### config.mk
export PLATFORM = sky130hd
export DESIGN_NAME = sm_div_seq
export DESIGN_NICKNAME = d
export VERILOG_FILES = /design/src/rtl/sm_pkg.sv /design/src/rtl/sm_div_step.sv /design/src/rtl/sm_div_seq.sv
export SDC_FILE = /design/constraint.sdc
export NUM_CORES = 1
export LEC_CHECK = 0
export ABC_CLOCK_PERIOD_IN_PS = 2200
export BUFFER_PORTS_ARGS = -buffer_cell sky130_fd_sc_hd__buf_2
export CAP_MARGIN = 10
export CELL_PAD_IN_SITES_DETAIL_PLACEMENT = 0
export CELL_PAD_IN_SITES_GLOBAL_PLACEMENT = 1
export CORE_ASPECT_RATIO = 1.5
export CORE_MARGIN = 5
export CORE_UTILIZATION = 37
export CTS_CLUSTER_DIAMETER = 200
export DETAILED_ROUTE_END_ITERATION = 6
export GPL_ROUTABILITY_DRIVEN = 1
export HOLD_SLACK_MARGIN = 0.12
export PLACE_DENSITY = 0.85
export SETUP_SLACK_MARGIN = 0.4
export SLEW_MARGIN = 5
export SYNTH_ARGS = -nofsm -noshare
export SYNTH_HDL_FRONTEND = slang
export SYNTH_SLANG_ARGS = --single-unit
### constraint.sdc
create_clock -name clk -period 2.2 [get_ports clk]
set_input_delay 0.33 -clock clk [delete_from_list [all_inputs] [get_ports clk]]
set_output_delay 0.33 -clock clk [all_outputs]
set_load 0.01 [all_outputs]
### src/rtl/sm_pkg.sv
// Shared types and helpers for the signed-magnitude division sequencer.
// Provides the FSM state enum, field helpers and the result packer.
package sm_pkg;

    typedef enum logic [1:0] {
        IDLE,
        DIVIDE,
        FINISH
    } state_t;

    localparam int PACK_MAX = 64;

    function automatic int sign_idx(input int w);
        return w - 1;
    endfunction

    function automatic int mag_bits(input int w);
        return w - 1;
    endfunction

    // Sign lands at out_w-1, magnitude at [mag_w-1:0], all other bits zero.
    function automatic logic [PACK_MAX-1:0] sm_pack(
        input logic                sign,
        input logic [PACK_MAX-1:0] mag,
        input int                  out_w,
        input int                  mag_w
    );
        logic [PACK_MAX-1:0] mask;
        logic [PACK_MAX-1:0] sbit;
        mask = (PACK_MAX'(1) << mag_w) - PACK_MAX'(1);
        sbit = PACK_MAX'(sign) << (out_w - 1);
        return (mag & mask) | sbit;
    endfunction

endpackage

### src/rtl/sm_div_step.sv
// One combinational restoring-division step on MAG-bit magnitudes.
// Ports: rem_acc/quo_acc/divisor in, rem_next/quo_next out.
module sm_div_step #(
    parameter int MAG = 2
) (
    input  logic [MAG-1:0] rem_acc,
    input  logic [MAG-1:0] quo_acc,
    input  logic [MAG-1:0] divisor,
    output logic [MAG-1:0] rem_next,
    output logic [MAG-1:0] quo_next
);

    logic [MAG:0] rem_sh;
    logic [MAG:0] trial;
    logic         ge;

    // rem_acc < divisor always holds, so MAG+1 bits are enough for
    // the MSB of trial to act as its sign.
    always_comb begin
        rem_sh   = {rem_acc, quo_acc[MAG-1]};
        trial    = rem_sh - {1'b0, divisor};
        ge       = ~trial[MAG];
        rem_next = ge ? trial[MAG-1:0] : rem_sh[MAG-1:0];
        quo_next = MAG'({quo_acc, ge});
    end

endmodule

### src/rtl/sm_div_seq.sv
// Multi-cycle signed-magnitude divider: quotient and remainder with start/done.
// Ports: clk, rst, start, numerator, denominator -> busy, done, quotient, remainder, divbyzero, zero.
module sm_div_seq
    import sm_pkg::*;
#(
    parameter int WIDTH     = 3,
    parameter int OUT_WIDTH = 5
) (
    input  logic                 clk,
    input  logic                 rst,
    input  logic                 start,
    input  logic [WIDTH-1:0]     numerator,
    input  logic [WIDTH-1:0]     denominator,
    output logic                 busy,
    output logic                 done,
    output logic [OUT_WIDTH-1:0] quotient,
    output logic [OUT_WIDTH-1:0] remainder,
    output logic                 divbyzero,
    output logic                 zero
);

    localparam int MAG = mag_bits(WIDTH);
    localparam int SI  = sign_idx(WIDTH);
    localparam int CW  = (MAG > 1) ? $clog2(MAG) : 1;

    state_t         state;
    logic [MAG-1:0] rem_acc;
    logic [MAG-1:0] quo_acc;
    logic [MAG-1:0] den_mag;
    logic [MAG-1:0] rem_nxt;
    logic [MAG-1:0] quo_nxt;
    logic [CW-1:0]  cnt;
    logic           sign_q;
    logic           num_zero;
    logic [MAG-1:0] num_mag;
    logic [MAG-1:0] den_in;

    assign num_mag = numerator[MAG-1:0];
    assign den_in  = denominator[MAG-1:0];

    sm_div_step #(
        .MAG (MAG)
    ) u_step (
        .rem_acc  (rem_acc),
        .quo_acc  (quo_acc),
        .divisor  (den_mag),
        .rem_next (rem_nxt),
        .quo_next (quo_nxt)
    );

    always_ff @(posedge clk) begin
        if (rst) begin
            state     <= IDLE;
            busy      <= 1'b0;
            done      <= 1'b0;
            quotient  <= '0;
            remainder <= '0;
            divbyzero <= 1'b0;
            zero      <= 1'b0;
            rem_acc   <= '0;
            quo_acc   <= '0;
            den_mag   <= '0;
            cnt       <= '0;
            sign_q    <= 1'b0;
            num_zero  <= 1'b0;
        end else begin
            unique case (state)
                IDLE: begin
                    if (start) begin
                        sign_q   <= numerator[SI] ^ denominator[SI];
                        num_zero <= (num_mag == '0);
                        den_mag  <= den_in;
                        if (den_in == '0) begin
                            // Negative zero divisor also lands here.
                            state     <= FINISH;
                            done      <= 1'b1;
                            divbyzero <= 1'b1;
                            zero      <= 1'b0;
                            quotient  <= '0;
                            remainder <= OUT_WIDTH'(sm_pack(numerator[SI], '0,
                                                            OUT_WIDTH, MAG));
                        end else begin
                            state   <= DIVIDE;
                            busy    <= 1'b1;
                            rem_acc <= '0;
                            quo_acc <= num_mag;
                            cnt     <= CW'(MAG - 1);
                        end
                    end
                end
                DIVIDE: begin
                    rem_acc <= rem_nxt;
                    quo_acc <= quo_nxt;
                    if (cnt == '0) begin
                        state     <= FINISH;
                        busy      <= 1'b0;
                        done      <= 1'b1;
                        divbyzero <= 1'b0;
                        zero      <= num_zero;
                        quotient  <= OUT_WIDTH'(sm_pack(sign_q, PACK_MAX'(quo_nxt),
                                                        OUT_WIDTH, MAG));
                        remainder <= OUT_WIDTH'(sm_pack(sign_q, PACK_MAX'(rem_nxt),
                                                        OUT_WIDTH, MAG));
                    end else begin
                        cnt <= cnt - 1'b1;
                    end
                end
                FINISH: begin
                    done  <= 1'b0;
                    state <= IDLE;
                end
                default: begin
                    state <= IDLE;
                end
            endcase
        end
    end

endmodule

==> qor.csv <==
stage,metric,value,unit
run_status,status,"finished, final reports clean",
floorplanning,dieArea,0.003595,sq mm
power,clkPwrFrac,24.1,%
critical_path,cp_max_fo,5,
sta,slew_viol_final,0,
clock_tree,cts_tree,built,
layout,final_cell_mix,"20 x dfxtp_1, 18 x buf_2, 12 x nor2_1",
sta,setup_viol,0,
drt,drt_iter0_drc,15,
synth,synthArstFlopShare,0,%
clock_tree,clk_latency,0.30,ns
global_routing,grt_overflow,0,
layout,final_common_cell,dfxtp_1,
clock_tree,clock_tree.root_cell,clkbuf_4,
synth,synth.cell_area,917.1,sq um
critical_path,cp.arrival,1.88,ns
floorplanning,coreArea,0.002422,sq mm
floorplanning,initial_core_util,37.86,%
place,gp_congestion,0.6977,
power,powerDensity,699.4,mW/mm^2
synth,ys_ff_latch,21,
sta,fmax,0.5873,GHz
synth,synth_compound_gate_area_share,15.96,%
critical_path,critPathKind,flip-flop to flip-flop,
power,p_seq_share,56.2,%
floorplanning,dieHeight,70.98,um
power,cellLeakagePower,0.4523,nW
layout,antenna_cells,0,
power,p_int,0.5421,mW
clock_tree,path_clk_slew,0.11,ns
run,drv_cap,0,
critical_path,start_kind,flip-flop,
power,power_frac_comb,19.7,%
synth,yosys_warnings,0,
synth,synth_edf_count,0,
synth,synth_cell_types,27,
synth,synth_xor_area_share,1.910,%
synth,synth.avg_cell_area,9.171,sq um
layout,design_area,0.001074,sq mm
synth,synth_top_family_by_area,simple AND/OR/NAND/NOR gates,
layout,drive_above_1_share,27.50,%
place,numPortBuffers,18,
sta,hold_violations,0,
clock_tree,post_cts_buffers,0,
sta,min_period,1.703,ns
clock_tree,cts.hold.buffers_added,0,
global_routing,grt_pass1_vias,643,
synth,synthAdderAreaFrac,3.547,%
global_routing,antenna_found_initial,0,
drt,avgViaCountPerCell,4.979,
synth,ys_seq_area_share,45.84,%
global_routing,grt_use_total,11.19,%
place,dp_hpwl,1443,um
drt,via_count,717,
critical_path,worstPathRequired,2.38,ns
place,place_area,0.001015,sq mm
floorplanning,ioPinCount,23,
synth,yosys.area_share.simple,18.01,%
synth,synth_flop_cell,dfxtp_1,
drt,firstDrtPassIters,3,
sta,rsz0062_at_grt,no,
global_routing,grt_max_degree,22,
hold_path,hp-class,input pin to flip-flop,
layout,final_util,44.32,%
layout,area_growth,17.05,%
sta,skew,0.002753,ns
sta,post-route-period-util,77.40,%
global_routing,grt_pass1_wl,3084,um
synth,synthCells,100,
clock_tree,clockBufferDepth,2,
synth,muxShareOfSynthArea,6.548,%
sta,tns,0,ns
clock_tree,cts_sinks,21,
drt,routed_wl,1936,um
layout,fin_nets,132,
critical_path,end_kind,flip-flop,
floorplanning,rows,22,
drt,ant_nets,0,
power,total_switching_power,0.2087,mW
floorplanning,chipWidth,50.65,um
clock_tree,htreeDepth,1,
power,irDropWorstVdd,0.0002958,V
clock_tree,numCtsBuffers,3,
drt,drcViolationCount,0,
power,p_sw_share,27.80,%
drt,routedWlPerCell,13.44,um
-- stage by stage --
stage | total power [mW] | worst slack [ns] | hold slack, ns | instances
global placement | 0.5589 | 0.4654 | 0.4395 | 140
floorplan | 0.5279 | 0.5237 | 0.4312 | 103
global route | 0.7951 | 0.4006 | 0.3334 | 144
detailed placement | 0.5640 | 0.3808 | 0.4511 | 140
finish | 0.7508 | 0.4972 | 0.3047 | 144
CTS | 0.7472 | 0.4295 | 0.3023 | 144
-- Yosys cell counts, types with 2 or more instances --
| cell | n | area (sq um) |
|---|---|---|
| nand2_1 | 8 | 30.03 |
| mux2i_1 | 6 | 60.06 |
| xnor2_1 | 2 | 17.52 |
| a21oi_1 | 7 | 35.03 |
| nand2b_1 | 6 | 37.54 |
| a211oi_1 | 6 | 45.04 |
| dfxtp_1 | 21 | 420.4 |
| inv_1 | 6 | 22.52 |
| o211ai_1 | 2 | 15.01 |
| clkbuf_1 | 2 | 7.510 |
| o22ai_1 | 2 | 12.51 |
| and2_1 | 2 | 12.51 |
| o21ai_0 | 2 | 10.01 |
| nor2_1 | 12 | 45.04 |
| buf_4 | 4 | 30.03 |
-- metal layers --
metal	routed length, um	global-route usage (%)	share of wire (%)	vias to the layer above
met3	77	2.105	4.0	2
met1	743	12.60	38	336
met4	24	5.966	1.2	0
li1	-	-	-	370
met5	0	0	0	-
met2	1091	19.20	56	9
-- timing repair --
item / 4_1_cts / 5_1_grt
gates resized for setup: 1 / 6
setup endpoints to repair: 3 / 4
pin swaps: 0 / 3
-- critical path, cell delays in order, from the launching register on --
cell      delay (ns)
dfxtp_2         0.34
inv_1           0.06
ha_2            0.19
fa_2            0.43
xnor2_4         0.23
nand2_1         0.08
o211ai_1        0.14
o22ai_1         0.11
-- power groups by stage --
stage	Sequential, mW	Combinational [mW]	Clock, mW
3_5_place_dp	0.429	0.135	0
5_1_grt	0.425	0.166	0.204
6_report	0.422	0.148	0.181
3_3_place_gp	0.428	0.131	0
4_1_cts	0.421	0.139	0.187
2_1_floorplan	0.431	0.0971	0
-- path summary, 6_finish.rpt --
check / from / endpoint / slack, ns / depth (start not counted)
min reg2reg: busy / busy / 0.46 / 2
max reg2reg: quo_acc[1] / remainder[1] / 0.50 / 7
min: denominator[1] / den_mag[1] / 0.30 / 3
max: quo_acc[1] / remainder[1] / 0.50 / 7
-- sequential cells by signal (all words and copies together), names as in the netlist --
register / count
busy: 1
cnt: 1
den_mag: 2
divbyzero: 1
done: 1
num_zero: 1
quo_acc: 2
quotient: 3
rem_acc: 2
remainder: 3
sign_q: 1
state: 2
zero: 1
-- cells by family after synthesis --
kind of cell    Yosys count
fa+ha+maj                 2
simple gates             33
xor+xnor                  2
mux                       6
other cells               1
buf+inv                  13
flops                    21
compound gates           22
-- layout make-up --
| class | instances | area (sq um) |
|---|---|---|
| well taps | 24 | 30.03 |
| inverters | 6 | 22.52 |
| clock buffers | 4 | 26.28 |
| repair buffers | 20 | 105.1 |
| flip-flops and latches | 21 | 421.7 |
| multi-input cells | 69 | 467.9 |
| fillers | 246 | 1349 |
(Power assumes the default switching activity.)
